$ cat src/rtl/mpf_vtp_lookup_tag_mux_if.sv
// Bundle of client-side and service-side lookup request/response signals.
// The mux uses the slave modport; the environment (clients + service) drives via master.
interface mpf_vtp_lookup_tag_mux_if #(
  parameter int N_CHANNELS   = 2,
  parameter int MAX_REQS     = 32,
  parameter int CLI_TAG_BITS = 5,
  parameter int VA_IDX_BITS  = 36,
  parameter int PA_IDX_BITS  = 36
);
  localparam int TAG_W = $clog2(MAX_REQS);

  logic [N_CHANNELS-1:0]              cli_req_valid;
  logic [N_CHANNELS-1:0]              cli_req_rdy;
  logic [N_CHANNELS*VA_IDX_BITS-1:0]  cli_req_page_va;
  logic [N_CHANNELS-1:0]              cli_req_spec;
  logic [N_CHANNELS*CLI_TAG_BITS-1:0] cli_req_tag;

  logic                               svc_req_valid;
  logic                               svc_req_rdy;
  logic [VA_IDX_BITS-1:0]             svc_req_page_va;
  logic                               svc_req_spec;
  logic [TAG_W-1:0]                   svc_req_tag;

  logic                               svc_rsp_valid;
  logic [TAG_W-1:0]                   svc_rsp_tag;
  logic [PA_IDX_BITS-1:0]             svc_rsp_page_pa;
  logic                               svc_rsp_error;
  logic                               svc_rsp_big_page;
  logic                               svc_rsp_may_cache;

  logic [N_CHANNELS-1:0]              cli_rsp_valid;
  logic [CLI_TAG_BITS-1:0]            cli_rsp_tag;
  logic [PA_IDX_BITS-1:0]             cli_rsp_page_pa;
  logic                               cli_rsp_error;
  logic                               cli_rsp_big_page;
  logic                               cli_rsp_may_cache;

  modport slave (
    input  cli_req_valid, cli_req_page_va, cli_req_spec, cli_req_tag, svc_req_rdy,
           svc_rsp_valid, svc_rsp_tag, svc_rsp_page_pa, svc_rsp_error,
           svc_rsp_big_page, svc_rsp_may_cache,
    output cli_req_rdy, svc_req_valid, svc_req_page_va, svc_req_spec, svc_req_tag,
           cli_rsp_valid, cli_rsp_tag, cli_rsp_page_pa, cli_rsp_error,
           cli_rsp_big_page, cli_rsp_may_cache
  );

  modport master (
    output cli_req_valid, cli_req_page_va, cli_req_spec, cli_req_tag, svc_req_rdy,
           svc_rsp_valid, svc_rsp_tag, svc_rsp_page_pa, svc_rsp_error,
           svc_rsp_big_page, svc_rsp_may_cache,
    input  cli_req_rdy, svc_req_valid, svc_req_page_va, svc_req_spec, svc_req_tag,
           cli_rsp_valid, cli_rsp_tag, cli_rsp_page_pa, cli_rsp_error,
           cli_rsp_big_page, cli_rsp_may_cache
  );
endinterface

$ cat src/rtl/mpf_vtp_lookup_tag_mux.sv
// N-channel round-robin front end to the VTP translation service with a MAX_REQS tag pool.
// Optional statistics counters are enabled by defining MPF_VTP_LOOKUP_MUX_STATS_EN.
module mpf_vtp_lookup_tag_mux #(
  parameter int N_CHANNELS   = 2,
  parameter int MAX_REQS     = 32,
  parameter int CLI_TAG_BITS = 5,
  parameter int VA_IDX_BITS  = 36,
  parameter int PA_IDX_BITS  = 36
) (
  input  logic                       clk,
  input  logic                       reset_n,
  mpf_vtp_lookup_tag_mux_if.slave    bus,
  output logic [$clog2(MAX_REQS):0]  outstanding,
  output logic                       err_bad_tag
`ifdef MPF_VTP_LOOKUP_MUX_STATS_EN
  ,
  output logic [31:0]                stat_lookups,
  output logic [31:0]                stat_errors,
  output logic [31:0]                stat_big_pages
`endif
);
  localparam int TAG_W = $clog2(MAX_REQS);
  localparam int CH_W  = (N_CHANNELS > 1) ? $clog2(N_CHANNELS) : 1;
  localparam int OUT_W = TAG_W + 1;

  logic [MAX_REQS-1:0]     free_q, free_d;
  logic [CH_W-1:0]         rr_q, rr_d;
  logic [OUT_W-1:0]        outstanding_q, outstanding_d;
  logic                    err_q;
  logic [CH_W-1:0]         tbl_ch_q  [MAX_REQS];
  logic [CLI_TAG_BITS-1:0] tbl_tag_q [MAX_REQS];

  logic                    svc_valid_q, svc_spec_q;
  logic [VA_IDX_BITS-1:0]  svc_va_q;
  logic [TAG_W-1:0]        svc_tag_q;

  logic [N_CHANNELS-1:0]   rsp_valid_q, rsp_oh;
  logic [CLI_TAG_BITS-1:0] rsp_tag_q;
  logic [PA_IDX_BITS-1:0]  rsp_pa_q;
  logic                    rsp_err_q, rsp_big_q, rsp_mc_q;

  logic                    gnt_found, gnt, can_load, any_free, rsp_hit, rsp_bad;
  logic [CH_W-1:0]         gnt_idx;
  logic [VA_IDX_BITS-1:0]  gnt_va;
  logic                    gnt_spec;
  logic [CLI_TAG_BITS-1:0] gnt_ctag;
  logic [TAG_W-1:0]        alloc_tag;
  logic [N_CHANNELS-1:0]   req_rdy;

  // Round-robin: first pass from rr_q upward, second pass wraps to the low channels.
  // NOTE: every combinational output gets a default first so no latch is inferred.
  always_comb begin
    gnt_found = 1'b0;
    gnt_idx   = '0;
    gnt_va    = '0;
    gnt_spec  = 1'b0;
    gnt_ctag  = '0;
    for (int c = 0; c < N_CHANNELS; c++) begin
      if (!gnt_found && bus.cli_req_valid[c] && (c >= int'(rr_q))) begin
        gnt_found = 1'b1;
        gnt_idx   = CH_W'(c);
        gnt_va    = bus.cli_req_page_va[c*VA_IDX_BITS +: VA_IDX_BITS];
        gnt_spec  = bus.cli_req_spec[c];
        gnt_ctag  = bus.cli_req_tag[c*CLI_TAG_BITS +: CLI_TAG_BITS];
      end
    end
    for (int c = 0; c < N_CHANNELS; c++) begin
      if (!gnt_found && bus.cli_req_valid[c]) begin
        gnt_found = 1'b1;
        gnt_idx   = CH_W'(c);
        gnt_va    = bus.cli_req_page_va[c*VA_IDX_BITS +: VA_IDX_BITS];
        gnt_spec  = bus.cli_req_spec[c];
        gnt_ctag  = bus.cli_req_tag[c*CLI_TAG_BITS +: CLI_TAG_BITS];
      end
    end
  end

  always_comb begin
    alloc_tag = '0;
    for (int t = MAX_REQS - 1; t >= 0; t--) begin
      if (free_q[t]) alloc_tag = TAG_W'(t);
    end
  end

  assign any_free = |free_q;
  assign can_load = !svc_valid_q || bus.svc_req_rdy;
  assign gnt      = gnt_found && can_load && any_free;
  assign rsp_hit  = bus.svc_rsp_valid && !free_q[bus.svc_rsp_tag];
  assign rsp_bad  = bus.svc_rsp_valid &&  free_q[bus.svc_rsp_tag];

  always_comb begin
    req_rdy = '0;
    if (gnt) req_rdy[gnt_idx] = 1'b1;
    rsp_oh = '0;
    if (rsp_hit) rsp_oh[tbl_ch_q[bus.svc_rsp_tag]] = 1'b1;
  end

  // Allocation and release may hit different tags in the same cycle; both apply.
  always_comb begin
    free_d = free_q;
    rr_d   = rr_q;
    if (gnt) begin
      free_d[alloc_tag] = 1'b0;
      rr_d = (gnt_idx == CH_W'(N_CHANNELS - 1)) ? '0 : gnt_idx + 1'b1;
    end
    if (rsp_hit) free_d[bus.svc_rsp_tag] = 1'b1;
    outstanding_d = OUT_W'(MAX_REQS);
    for (int t = 0; t < MAX_REQS; t++) begin
      outstanding_d = outstanding_d - OUT_W'(free_d[t]);
    end
  end

  // NOTE: sequential state uses non-blocking assignments so all registers update together.
  always_ff @(posedge clk or negedge reset_n) begin
    if (!reset_n) begin
      free_q        <= '1;
      rr_q          <= '0;
      outstanding_q <= '0;
      err_q         <= 1'b0;
      svc_valid_q   <= 1'b0;
      svc_va_q      <= '0;
      svc_spec_q    <= 1'b0;
      svc_tag_q     <= '0;
      rsp_valid_q   <= '0;
      rsp_tag_q     <= '0;
      rsp_pa_q      <= '0;
      rsp_err_q     <= 1'b0;
      rsp_big_q     <= 1'b0;
      rsp_mc_q      <= 1'b0;
    end else begin
      free_q        <= free_d;
      rr_q          <= rr_d;
      outstanding_q <= outstanding_d;
      err_q         <= err_q | rsp_bad;
      if (gnt) begin
        svc_valid_q <= 1'b1;
        svc_va_q    <= gnt_va;
        svc_spec_q  <= gnt_spec;
        svc_tag_q   <= alloc_tag;
      end else if (bus.svc_req_rdy) begin
        svc_valid_q <= 1'b0;
      end
      rsp_valid_q <= rsp_oh;
      if (rsp_hit) begin
        rsp_tag_q <= tbl_tag_q[bus.svc_rsp_tag];
        rsp_pa_q  <= bus.svc_rsp_page_pa;
        rsp_err_q <= bus.svc_rsp_error;
        rsp_big_q <= bus.svc_rsp_big_page;
        rsp_mc_q  <= bus.svc_rsp_may_cache;
      end
    end
  end

  // NOTE: the tag table needs no reset; an entry is only read while its free bit is clear.
  always_ff @(posedge clk) begin
    if (gnt) begin
      tbl_ch_q[alloc_tag]  <= gnt_idx;
      tbl_tag_q[alloc_tag] <= gnt_ctag;
    end
  end

`ifdef MPF_VTP_LOOKUP_MUX_STATS_EN
  logic [31:0] lookups_q, errors_q, big_q;
  always_ff @(posedge clk or negedge reset_n) begin
    if (!reset_n) begin
      lookups_q <= '0;
      errors_q  <= '0;
      big_q     <= '0;
    end else begin
      if (svc_valid_q && bus.svc_req_rdy && !(&lookups_q)) lookups_q <= lookups_q + 1'b1;
      if (rsp_hit && bus.svc_rsp_error && !(&errors_q))   errors_q  <= errors_q + 1'b1;
      if (rsp_hit && bus.svc_rsp_big_page && !(&big_q))   big_q     <= big_q + 1'b1;
    end
  end
  assign stat_lookups   = lookups_q;
  assign stat_errors    = errors_q;
  assign stat_big_pages = big_q;
`endif

  assign bus.cli_req_rdy       = req_rdy;
  assign bus.svc_req_valid     = svc_valid_q;
  assign bus.svc_req_page_va   = svc_va_q;
  assign bus.svc_req_spec      = svc_spec_q;
  assign bus.svc_req_tag       = svc_tag_q;
  assign bus.cli_rsp_valid     = rsp_valid_q;
  assign bus.cli_rsp_tag       = rsp_tag_q;
  assign bus.cli_rsp_page_pa   = rsp_pa_q;
  assign bus.cli_rsp_error     = rsp_err_q;
  assign bus.cli_rsp_big_page  = rsp_big_q;
  assign bus.cli_rsp_may_cache = rsp_mc_q;
  assign outstanding           = outstanding_q;
  assign err_bad_tag           = err_q;
endmodule

$ cat src/flat_wrapper.sv
// flat-port wrapper written by rule: the top's interface ports become plain ports
module mpf_vtp_lookup_tag_mux_flat 
#(
  parameter int N_CHANNELS   = 2,
  parameter int MAX_REQS     = 32,
  parameter int CLI_TAG_BITS = 5,
  parameter int VA_IDX_BITS  = 36,
  parameter int PA_IDX_BITS  = 36
)
  (clk, reset_n, outstanding, err_bad_tag, bus_cli_req_valid, bus_cli_req_page_va, bus_cli_req_spec, bus_cli_req_tag, bus_svc_req_rdy, bus_svc_rsp_valid, bus_svc_rsp_tag, bus_svc_rsp_page_pa, bus_svc_rsp_error, bus_svc_rsp_big_page, bus_svc_rsp_may_cache, bus_cli_req_rdy, bus_svc_req_valid, bus_svc_req_page_va, bus_svc_req_spec, bus_svc_req_tag, bus_cli_rsp_valid, bus_cli_rsp_tag, bus_cli_rsp_page_pa, bus_cli_rsp_error, bus_cli_rsp_big_page, bus_cli_rsp_may_cache);
  mpf_vtp_lookup_tag_mux_if #(.N_CHANNELS(N_CHANNELS), .MAX_REQS(MAX_REQS), .CLI_TAG_BITS(CLI_TAG_BITS), .VA_IDX_BITS(VA_IDX_BITS), .PA_IDX_BITS(PA_IDX_BITS)) bus_i ();
  input  logic clk;
  input  logic reset_n;
  output logic [$clog2(MAX_REQS):0] outstanding;
  output logic err_bad_tag;
  input wire logic [$bits(bus_i.cli_req_valid)-1:0] bus_cli_req_valid;
  input wire logic [$bits(bus_i.cli_req_page_va)-1:0] bus_cli_req_page_va;
  input wire logic [$bits(bus_i.cli_req_spec)-1:0] bus_cli_req_spec;
  input wire logic [$bits(bus_i.cli_req_tag)-1:0] bus_cli_req_tag;
  input wire logic [$bits(bus_i.svc_req_rdy)-1:0] bus_svc_req_rdy;
  input wire logic [$bits(bus_i.svc_rsp_valid)-1:0] bus_svc_rsp_valid;
  input wire logic [$bits(bus_i.svc_rsp_tag)-1:0] bus_svc_rsp_tag;
  input wire logic [$bits(bus_i.svc_rsp_page_pa)-1:0] bus_svc_rsp_page_pa;
  input wire logic [$bits(bus_i.svc_rsp_error)-1:0] bus_svc_rsp_error;
  input wire logic [$bits(bus_i.svc_rsp_big_page)-1:0] bus_svc_rsp_big_page;
  input wire logic [$bits(bus_i.svc_rsp_may_cache)-1:0] bus_svc_rsp_may_cache;
  output wire logic [$bits(bus_i.cli_req_rdy)-1:0] bus_cli_req_rdy;
  output wire logic [$bits(bus_i.svc_req_valid)-1:0] bus_svc_req_valid;
  output wire logic [$bits(bus_i.svc_req_page_va)-1:0] bus_svc_req_page_va;
  output wire logic [$bits(bus_i.svc_req_spec)-1:0] bus_svc_req_spec;
  output wire logic [$bits(bus_i.svc_req_tag)-1:0] bus_svc_req_tag;
  output wire logic [$bits(bus_i.cli_rsp_valid)-1:0] bus_cli_rsp_valid;
  output wire logic [$bits(bus_i.cli_rsp_tag)-1:0] bus_cli_rsp_tag;
  output wire logic [$bits(bus_i.cli_rsp_page_pa)-1:0] bus_cli_rsp_page_pa;
  output wire logic [$bits(bus_i.cli_rsp_error)-1:0] bus_cli_rsp_error;
  output wire logic [$bits(bus_i.cli_rsp_big_page)-1:0] bus_cli_rsp_big_page;
  output wire logic [$bits(bus_i.cli_rsp_may_cache)-1:0] bus_cli_rsp_may_cache;
  assign bus_i.cli_req_valid = bus_cli_req_valid;
  assign bus_i.cli_req_page_va = bus_cli_req_page_va;
  assign bus_i.cli_req_spec = bus_cli_req_spec;
  assign bus_i.cli_req_tag = bus_cli_req_tag;
  assign bus_i.svc_req_rdy = bus_svc_req_rdy;
  assign bus_i.svc_rsp_valid = bus_svc_rsp_valid;
  assign bus_i.svc_rsp_tag = bus_svc_rsp_tag;
  assign bus_i.svc_rsp_page_pa = bus_svc_rsp_page_pa;
  assign bus_i.svc_rsp_error = bus_svc_rsp_error;
  assign bus_i.svc_rsp_big_page = bus_svc_rsp_big_page;
  assign bus_i.svc_rsp_may_cache = bus_svc_rsp_may_cache;
  assign bus_cli_req_rdy = bus_i.cli_req_rdy;
  assign bus_svc_req_valid = bus_i.svc_req_valid;
  assign bus_svc_req_page_va = bus_i.svc_req_page_va;
  assign bus_svc_req_spec = bus_i.svc_req_spec;
  assign bus_svc_req_tag = bus_i.svc_req_tag;
  assign bus_cli_rsp_valid = bus_i.cli_rsp_valid;
  assign bus_cli_rsp_tag = bus_i.cli_rsp_tag;
  assign bus_cli_rsp_page_pa = bus_i.cli_rsp_page_pa;
  assign bus_cli_rsp_error = bus_i.cli_rsp_error;
  assign bus_cli_rsp_big_page = bus_i.cli_rsp_big_page;
  assign bus_cli_rsp_may_cache = bus_i.cli_rsp_may_cache;
  mpf_vtp_lookup_tag_mux #(.N_CHANNELS(N_CHANNELS), .MAX_REQS(MAX_REQS), .CLI_TAG_BITS(CLI_TAG_BITS), .VA_IDX_BITS(VA_IDX_BITS), .PA_IDX_BITS(PA_IDX_BITS)) u_core (.clk(clk), .reset_n(reset_n), .bus(bus_i), .outstanding(outstanding), .err_bad_tag(err_bad_tag));
endmodule
$ cat config.mk
export PLATFORM = sky130hd
export DESIGN_NAME = mpf_vtp_lookup_tag_mux_flat
export DESIGN_NICKNAME = d
export VERILOG_FILES = /design/src/rtl/mpf_vtp_lookup_tag_mux_if.sv /design/src/rtl/mpf_vtp_lookup_tag_mux.sv /design/src/flat_wrapper.sv
export SDC_FILE = /design/constraint.sdc
export NUM_CORES = 1
export LEC_CHECK = 0
export CAP_MARGIN = 10
export CELL_PAD_IN_SITES_DETAIL_PLACEMENT = 1
export CELL_PAD_IN_SITES_GLOBAL_PLACEMENT = 1
export CORE_ASPECT_RATIO = 1.75
export CORE_UTILIZATION = 40
export CTS_CLUSTER_DIAMETER = 100
export DETAILED_ROUTE_END_ITERATION = 8
export GPL_ROUTABILITY_DRIVEN = 0
export GPL_TIMING_DRIVEN = 0
export PLACE_DENSITY_LB_ADDON = 0.3
export SETUP_SLACK_MARGIN = 0.02
export SLEW_MARGIN = 20
export SYNTH_ARGS = -nofsm -noshare
export SYNTH_HDL_FRONTEND = slang
export SYNTH_SLANG_ARGS = --single-unit
$ cat constraint.sdc
create_clock -name clk -period 7.28 [get_ports clk]
set_input_delay 0.728 -clock clk [delete_from_list [all_inputs] [get_ports clk]]
set_output_delay 0.728 -clock clk [all_outputs]
set_load 0.05 [all_outputs]
; Word level (Yosys, flattened, before mapping)
; Memory sizes are Yosys's and may differ from the RTL's. A register that Yosys moved wholly into a read port is not among the register bits.
; Cells that the tools add are included.
[totals]
register_bits = 124
mem_count = 2
wordCells = 152
latchBits = 0
inputBits = 134
mem_bits_ro = 0
mem_bits_rw = 192
[classes]
n_mul = 0
n_bitwise = 4
addsub = 33
n_reduce_logical = 21
n_eq_ne = 0
n_shift = 0
div_mod_pow = 0
n_mux = 70
n_lt_le_gt_ge = 9
[mem_list]
columns = memory, depth, width, rd, rd_ports_with_merged_regs, write_ports, line_no
row1 = u_core.tbl_tag_q, 32, 5, 1, 1, 1, mpf_vtp_lookup_tag_mux.sv:31  ; logic [CLI_TAG_BITS-1:0] tbl_tag_q [MAX_REQS];
row2 = u_core.tbl_ch_q, 32, 1, 1, 0, 1, mpf_vtp_lookup_tag_mux.sv:30  ; logic [CH_W-1:0] tbl_ch_q [MAX_REQS];
[op_table]
columns = op, n
row1 = 6-bit by 1-bit subtractor with 6-bit output, 31
row2 = 5-bit two-way mux, 36
row3 = 36-bit two-way mux, 4
row4 = 32-bit two-way mux, 2
row5 = 32-bit bitwise AND, 1
row6 = 32-bit NOT, 1
row7 = 32-bit bitwise OR, 1
row8 = 32-bit OR reduction, 1
row9 = 1-bit two-way mux, 21
row10 = 1-bit logical AND, 12
row11 = 5-bit by 6-bit < comparator with 1-bit output (second input constant), 2
row12 = 1-bit demux with 5-bit select, 2
row13 = 5-bit by 1-bit >= comparator with 1-bit output (second input constant), 2
row14 = 1-bit logical NOT, 6
row15 = 6-bit by 1-bit subtractor with 6-bit output (first input constant), 1
row16 = 1-bit binary-select mux with 5-bit select, 1
row17 = 1-bit by 2-bit < comparator with 1-bit output (second input constant), 2
row18 = 2-bit two-way mux, 2
row19 = 1-bit demux with 1-bit select, 2
row20 = 1-bit >= comparator (second input constant), 2
row21 = 2-bit nonzero test, 1
row22 = 1-bit adder (second input constant), 1
row23 = 1-bit >= comparator (first input constant), 1
row24 = 1-bit logical OR, 1
row25 = 1-bit bitwise OR, 1

; Longest topological paths before layout
; Gate-level depths: netlist of run 1.
[depth]
depth_word = 73
mapped_depth = 27
depth_no_buf = 24

; Worst setup path before layout of run 1
; No wires, ideal clock.
[synth_timing]
kind = input to register
from = in bus_svc_rsp_tag[0]
to = reg u_core.outstanding_q[4], in the netlist u_core.outstanding[4]
path_buffers = 2
arrival_time_ps = 7176
stages = 23
required_ps = 7157
slack_ps = -19
path_cell_list = buf_6 mux4_2 a222oi_1 o211ai_4 nor3_4 buf_6 a22oi_1 fa_1 ha_1 fa_1 inv_1 fa_1 inv_1 fa_1 fa_1 inv_1 fa_1 fa_1 inv_1 ha_1 inv_1 fa_1 xnor2_1
[synth_via]
elab_chain_len = 38
word_cells_on_any_way = 43
classes_between = 32 x add/sub / 2 x order compare / 5 x mux / 1 x bitwise / 3 x reduce/logical
[synth_rtl]
columns = item, line_no
row1 = from (decl), flat_wrapper.sv:22  ; input wire logic [$bits(bus_i.svc_rsp_tag)-1:0] bus_svc_rsp_tag;
row2 = 5-bit by 6-bit < comparator with 1-bit output (not written as such) / 5-bit by 1-bit >= comparator with 1-bit output (equally long branches), mpf_vtp_lookup_tag_mux.sv:106  ; if (rsp_hit) free_d[bus.svc_rsp_tag] = 1'b1;
row3 = 1-bit logical AND (not written as such), mpf_vtp_lookup_tag_mux.sv:106
row4 = 1-bit two-way mux (not written as such), mpf_vtp_lookup_tag_mux.sv:106
row5 = 1-bit demux with 5-bit select, n/a
row6 = 32-bit bitwise OR (no source line), n/a
row7 = 32-bit two-way mux (*), mpf_vtp_lookup_tag_mux.sv:106
row8 = 6-bit by 1-bit subtractor with 6-bit output (31 in series), mpf_vtp_lookup_tag_mux.sv:109  ; outstanding_d = outstanding_d - OUT_W'(free_d[t]);
row9 = 6-bit by 1-bit subtractor with 6-bit output (*), mpf_vtp_lookup_tag_mux.sv:109
row10 = net u_core.outstanding_d[4], mpf_vtp_lookup_tag_mux.sv:28  ; logic [OUT_W-1:0] outstanding_q, outstanding_d;
row11 = to (signal assigned), mpf_vtp_lookup_tag_mux.sv:133  ; outstanding_q <= outstanding_d;
row12 = to (decl), mpf_vtp_lookup_tag_mux.sv:28
; Mark *: on every way through the listed nets, which the timed path passes. The rest lies on a longest branch. The select of a mux whose other input is x is not followed.
; A chain may end at the register's enable or synchronous reset.

; Worst setup path in the final report of run 1
[layout_timing]
from = in bus_svc_rsp_tag[4]
to = reg u_core.outstanding_q[4], in the netlist u_core.outstanding[4]
[layout_via]
word_cells_on_any_way = 43
classes_between = 32 x add/sub / 2 x order compare / 5 x mux / 1 x bitwise / 3 x reduce/logical
[layout_lines]
columns = item, line_no
row1 = 5-bit by 6-bit < comparator with 1-bit output (not written as such) / 5-bit by 1-bit >= comparator with 1-bit output (equally long branches), mpf_vtp_lookup_tag_mux.sv:106
row2 = 1-bit logical AND (not written as such), mpf_vtp_lookup_tag_mux.sv:106
row3 = 1-bit two-way mux (not written as such), mpf_vtp_lookup_tag_mux.sv:106
row4 = 1-bit demux with 5-bit select, n/a
row5 = 32-bit bitwise OR (no source line), n/a
row6 = 32-bit two-way mux (*), mpf_vtp_lookup_tag_mux.sv:106
row7 = net u_core.free_d[7], mpf_vtp_lookup_tag_mux.sv:26  ; logic [MAX_REQS-1:0] free_q, free_d;
row8 = 6-bit by 1-bit subtractor with 6-bit output (*) (25 in series), mpf_vtp_lookup_tag_mux.sv:109
row9 = net u_core.outstanding_d[4], mpf_vtp_lookup_tag_mux.sv:28
; Marked as above.

==> results.tsv, run 1 <==
metric	value	unit
drt wl/cell	24.9	um
Crit path largest cell delay	0.57	ns
worst setup path category	in -> reg	
first-pass GRT wire length	65900	um
count leader, synth	edfxtp_1	
fraction of layout cells with a size suffix above 1	21.4	%
WL met1	15000	um
grt ovf	0	
Crit. End Element	flop	
#FFs+latches synth	321	
cell mode on critical path	fa_1	
Synth warnings	0	
Synth top area share	39.3	%
drt total wl	43600	um
# DRC	0	
CTS Sinks	321	
CTS clock-pin slew for the worst setup and hold paths	0.06	ns
TritonCTS clock tree	done	
Met2 Wirelength	23900	um
Synth top cells by count	192 x edfxtp_1, 97 x dfrtp_1, 85 x inv_1, 50 x mux4_2, 39 x mux2_2	
# diodes	0	
count of input and output buffers	229	
Post-Syn Area	14700	um2
CTS Buf Count	30	
ranking of synthesized cells by area	edfxtp_1 39%, dfrtp_1 17%, mux4_2 7.7%	
DPL Wire Length	32400	um
area grow syn2layout	30.0	%
Setup TNS Final	0	ns
Syn Area/Cell	15.0	um2
slowest CP cell	fa_1	
worst-margin pin slew	0.949	ns
final count of pins violating max slew	0	
Top FF cell, synth	edfxtp_1	
final worst path period share	96.6	%
CP Buf/Inv Count	10	
post-synthesis net count	1165	
fraction of registers with async set/reset	40.2	%
worst skew pair latency	0.58	ns
Req. time, crit path	7.74	ns
Initial DRC Count	503	
max cap viols	0	
largest net degree at the start of global routing	70	
Hold-fix buffers, CTS	0	
Post-synth EDFFs	192	
relative slew slack	36.7	%
unrepaired setup endpoints after global routing	false	
Die X-Extent	147	um
vias in the first global route	11017	
Hold Slack	0.0848	ns
register area share after synthesis	61.5	%
Synth Instances	977	
crit-path max FO	10	
fin crit period	7.03	ns
wire length on met3	2310	um
boundary pin count	232	
router iterations before antenna repair	5	
initial antenna violation count	0	
Finish-stage setup viols	0	
Unique masters post-synth	62	
Final #Nets	1445	
Starting Density	40.7	%
Hold Vio Cnt, Final	0	
H-tree lvl count	1	
f_max	142	MHz
outcome	complete, no violations	
Clock Skew	0.0117	ns
CP Launch Type	primary input	
Routed Antenna Nets	0	
Placeable Area	36000	um2
DR top layer	met4	
dominant cell type by area after synthesis	edfxtp_1	
Via Count	9909	
CP top delay family	adder cells	
clock buffer depth	3	
die area	37500	um2
Core Rows	92	
CTS root buf	clkbuf_16	
Critical Path AT	7.50	ns
vias per cell	5.66	
Total Routing Usage GR	23.6	%
die height	255	um
Hold Crit Class	in -> async	
==> cell families (layout without fill, tap and decap cells) <==
kind of cell    count (synthesis)  after routing  share of synthesized area [%]
flops                         321            321                           61.5
compound gates                189            189                           10.4
simple gates                  172            172                           6.70
buf+inv                       138            442                           3.94
mux                           101            101                           11.5
fa+ha+maj                      54             54                           5.83
xor+xnor                        2              2                          0.119
==> worst paths after layout <==
path                       slack, ns                       from                             end  cells after the start
setup reg to reg                0.28          u_core.free_q[11]           u_core.outstanding[4]                     22
min in group clk                0.48  u_core.bus.cli_rsp_tag[3]       u_core.bus.cli_rsp_tag[3]                      1
setup / recovery                0.25         bus_svc_rsp_tag[4]           u_core.outstanding[4]                     27
hold reg to reg                 0.48  u_core.bus.cli_rsp_tag[3]       u_core.bus.cli_rsp_tag[3]                      1
hold / removal                  0.08                    reset_n  u_core.bus.svc_req_page_va[27]                      1
max in group asynchronous       6.47                    reset_n               u_core.free_q[19]                      2
==> layout by cell type, fill, tap and decap left out, types with 5 or more instances in the layout <==
master,Yosys,layout
a31oi_1,9,8
o21ai_0,13,9
ha_1,30,30
nor3_4,2,6
a221oi_1,6,6
a22o_1,34,29
a21o_1,8,8
or3_1,9,7
mux4_2,50,50
nand2_1,23,23
mux2_2,39,39
buf_4,0,21
a22oi_1,32,30
buf_6,7,12
nor2_1,23,22
edfxtp_1,192,192
a21oi_1,9,8
nand2b_1,6,6
mux2i_1,12,10
clkbuf_16,0,30
a221o_1,38,38
nor4_1,10,7
clkdlybuf4s50_1,0,225
a22o_2,0,5
dfstp_2,32,32
nand4_1,9,9
dfrtp_1,97,97
fa_1,24,24
clkinv_2,0,7
buf_2,6,5
nand3_1,14,13
o22ai_1,9,5
and2_1,38,38
inv_1,85,85
clkbuf_1,34,28
==> layout make-up <==
class                      count  area [um2]
fill                        3514       16900
buffer                        49         283
multi-input combinational    518        5390
clock inverter                21         184
inverter                      85         319
tap                          470         588
timing repair buffer         252        2500
sequential                   321        9030
clock buffer                  35         790
==> worst register-to-register path, delay by kind of cell, from the launching register on <==
family / cells / cell delay [ns]
AOI/OAI and AO/OA: 2 / 0.50
adders and majority gates: 10 / 4.19
muxes: 1 / 0.48
DFF: 1 / 0.42
and+or+nand+nor: 1 / 0.49
buffers and inverters: 7 / 0.69
xor gates and xnor gates: 1 / 0.14
==> routing by layer <==
metal	vias up	track usage, %
met5	-	0
met4	0	13.3
met3	108	3.55
met2	415	44.8
met1	5057	24.3
li1	4329	-
==> registers in the layout (all words and copies together), names as in the netlist, 2 cells and up <==
register,cells
u_core.bus.cli_rsp_tag,5
u_core.outstanding,6
u_core.bus.cli_rsp_valid,2
u_core.bus.svc_req_tag,5
u_core.bus.svc_req_page_va,36
u_core.tbl_ch_q,32
u_core.free_q,32
u_core.bus.cli_rsp_page_pa,36
u_core.tbl_tag_q,160
==> what timing repair did <==
action                                  in CTS  in global routing
setup buffers                                6                  9
hold endpoints to repair                     0                  0
pin swaps                                    6                  8
endpoints found under the setup margin       5                  3
resized for setup                           30                 53
==> stage by stage <==
step / instance area (um2) / cells / util, % / worst slack, ns
6_report: 19100 / 1751 / 53.0 / 0.247
5_1_grt: 19100 / 1751 / 53.0 / 0.0169
4_1_cts: 18800 / 1741 / 52.2 / 0.0267
3_5_place_dp: 17700 / 1683 / 49.2 / -1.71
3_3_place_gp: 17600 / 1676 / 48.7 / -1.58
2_1_floorplan: 14700 / 977 / - / 0.0458
Power of run 1 is left out: the tool's default activity adds up to more than one toggle a clock period on the data nets, which glitch-free logic cannot reach.
==> inputs of run 2 (changes only) <==
--- a/config.mk
+++ b/config.mk
@@ -15,6 +15,7 @@
 export GPL_ROUTABILITY_DRIVEN = 0
 export GPL_TIMING_DRIVEN = 0
 export PLACE_DENSITY_LB_ADDON = 0.3
+export RECOVER_POWER = 25
 export SETUP_SLACK_MARGIN = 0.02
 export SLEW_MARGIN = 20
 export SYNTH_ARGS = -nofsm -noshare
==> results.tsv, run 2 (synthesis results as in run 1) <==
metric	value	unit	change
worst setup path category	in -> reg		unchanged
cell mode on critical path	fa_1		unchanged
initial antenna violation count	0		unchanged
drt wl/cell	24.9	um	about the same
DPL Wire Length	32400	um	unchanged
count of input and output buffers	229		unchanged
Routed Antenna Nets	0		unchanged
CTS clock-pin slew for the worst setup and hold paths	0.06	ns	about the same
final worst path period share	96.3	%	was 96.6%
Total Routing Usage GR	23.6	%	unchanged
# diodes	0		unchanged
TritonCTS clock tree	done		unchanged
met3 global-route usage	3.55	%	unchanged
worst-margin pin slew	3.65	ns	was 0.949 ns
Initial DRC Count	515		was 503
die height	255	um	unchanged
# DRC	0		unchanged
worst skew pair latency	0.58	ns	about the same
vias in the first global route	11017		unchanged
Post-Layout Cell Count	1751		unchanged
slowest CP cell	fa_1		unchanged
Clock Skew	0.00997	ns	was 0.0117 ns
Critical Path AT	7.48	ns	was 7.50 ns
H-tree lvl count	1		unchanged
CTS root buf	clkbuf_16		unchanged
Req. time, crit path	7.74	ns	about the same
Placeable Area	36000	um2	unchanged
most frequent cells in the layout	218 x clkdlybuf4s50_1, 192 x edfxtp_1, 97 x dfrtp_1		was 225 x clkdlybuf4s50_1, 192 x edfxtp_1, 97 x dfrtp_1
largest reg by FF count	u_core.tbl_tag_q		unchanged
fin crit period	7.01	ns	was 7.03 ns
area grow syn2layout	29.5	%	was 30.0%
crit-path max FO	10		unchanged
Final #Nets	1445		unchanged
fraction of layout cells with a size suffix above 1	20.9	%	was 21.4%
vias per cell	5.64		was 5.66
Via Count	9882		was 9,909
CP Buf/Inv Count	10		unchanged
CTS Sinks	321		unchanged
die area	37500	um2	unchanged
CP top delay family	adder cells		unchanged
final core occ	52.8	%	was 53.0%
Final WS setup	0.266	ns	was 0.247 ns
failing checks	max-capacitance violations, max-slew violations		
drt total wl	43500	um	was 43,600 um
first-pass GRT wire length	65900	um	unchanged
boundary pin count	232		unchanged
max cap viols	3		was 0
Die X-Extent	147	um	unchanged
outcome	complete, but fails checks		was complete, no violations
Core Rows	92		unchanged
Hold Crit Class	reg -> reg		was in -> async
clock buffer depth	3		unchanged
hold path depth	1		
Hold Vio Cnt, Final	0		unchanged
CTS Buf Count	30		unchanged
Crit. End Element	flop		unchanged
Finish-stage setup viols	0		unchanged
router iterations before antenna repair	5		unchanged
post-placement cell count	1683		unchanged
unrepaired setup endpoints after global routing	false		unchanged
relative slew slack	-143	%	was 36.7%
Crit path largest cell delay	0.56	ns	was 0.57 ns
number of flip-flops in the largest register	160		unchanged
worst slack at placement	-1.71	ns	unchanged
largest net degree at the start of global routing	70		unchanged
grt peak-use layer	met2		unchanged
f_max	143	MHz	was 142 MHz
Crit path depth	27		unchanged
Hold Slack	0.479	ns	was 0.0848 ns
grt ovf	0		unchanged
R2R cell count	22		unchanged
Starting Density	40.7	%	unchanged
most common cell after layout, fill and taps aside	clkdlybuf4s50_1		unchanged
final count of pins violating max slew	147		was 0
grt met2 use	44.8	%	unchanged
met1 usage	24.3	%	unchanged
CP Launch Type	primary input		unchanged
## run 2: worst register-to-register path, cell delays in order, from the launching register on
cell       delay (ns)
dfstp_2          0.42
mux4_2           0.48
a222oi_1         0.33
buf_4            0.20
buf_4            0.12
and3_1           0.49
a2bb2oi_2        0.16
fa_1             0.51
ha_1             0.21
fa_1             0.54
inv_1            0.08
fa_1             0.42
inv_1            0.10
fa_1             0.44
fa_1             0.56
inv_1            0.05
fa_1             0.48
fa_1             0.48
inv_1            0.07
ha_1             0.17
inv_1            0.06
fa_1             0.37
xnor2_1          0.14
## run 2: metal layers
metal / vias up / routed length (um)
met5: - / 0
met4: 0 / 2340
met3: 100 / 2250
met2: 394 / 23900
met1: 5056 / 15000
li1: 4332 / -
## run 2: cell type report
class                   instances  area (um2)
multi-input cells             518        5380
plain buffers                  49         283
repair buffers                252        2440
flip-flops and latches        321        9030
clock inverters                21         184
well taps                     470         588
clock buffers                  35         790
fillers                      3524       17000
inverters                      85         319
## run 2: stage by stage
step | setup TNS, ns | instance area, um2
3_3_place_gp | -6.34 | 17600
3_5_place_dp | -6.90 | 17700
5_1_grt | 0 | 19000
4_1_cts | 0 | 18800
6_report | 0 | 19000
2_1_floorplan | 0 | 14700
## run 2: what timing repair did
| item | in CTS | in global routing |
|---|---|---|
| cloned | 0 | 0 |
| setup endpoints to repair | 5 | 3 |
| hold buffers | 0 | 0 |
| hold endpoints to repair | 0 | 0 |
| resized for setup | 30 | 53 |
| pin swaps | 6 | 8 |
| setup buffers | 6 | 9 |
## run 2: final timing paths
check	start	end	slack [ns]
max	bus_svc_rsp_tag[4]	u_core.outstanding[4]	0.27
max in group asynchronous	reset_n	u_core.bus.cli_rsp_page_pa[27]	1.22
max reg2reg	u_core.free_q[11]	u_core.outstanding[4]	0.30
min	u_core.bus.cli_rsp_tag[3]	u_core.bus.cli_rsp_tag[3]	0.48
min in group asynchronous	reset_n	u_core.bus.svc_req_page_va[27]	1.33
min reg2reg	u_core.bus.cli_rsp_tag[3]	u_core.bus.cli_rsp_tag[3]	0.48
Power of run 2 is left out for the same reason.
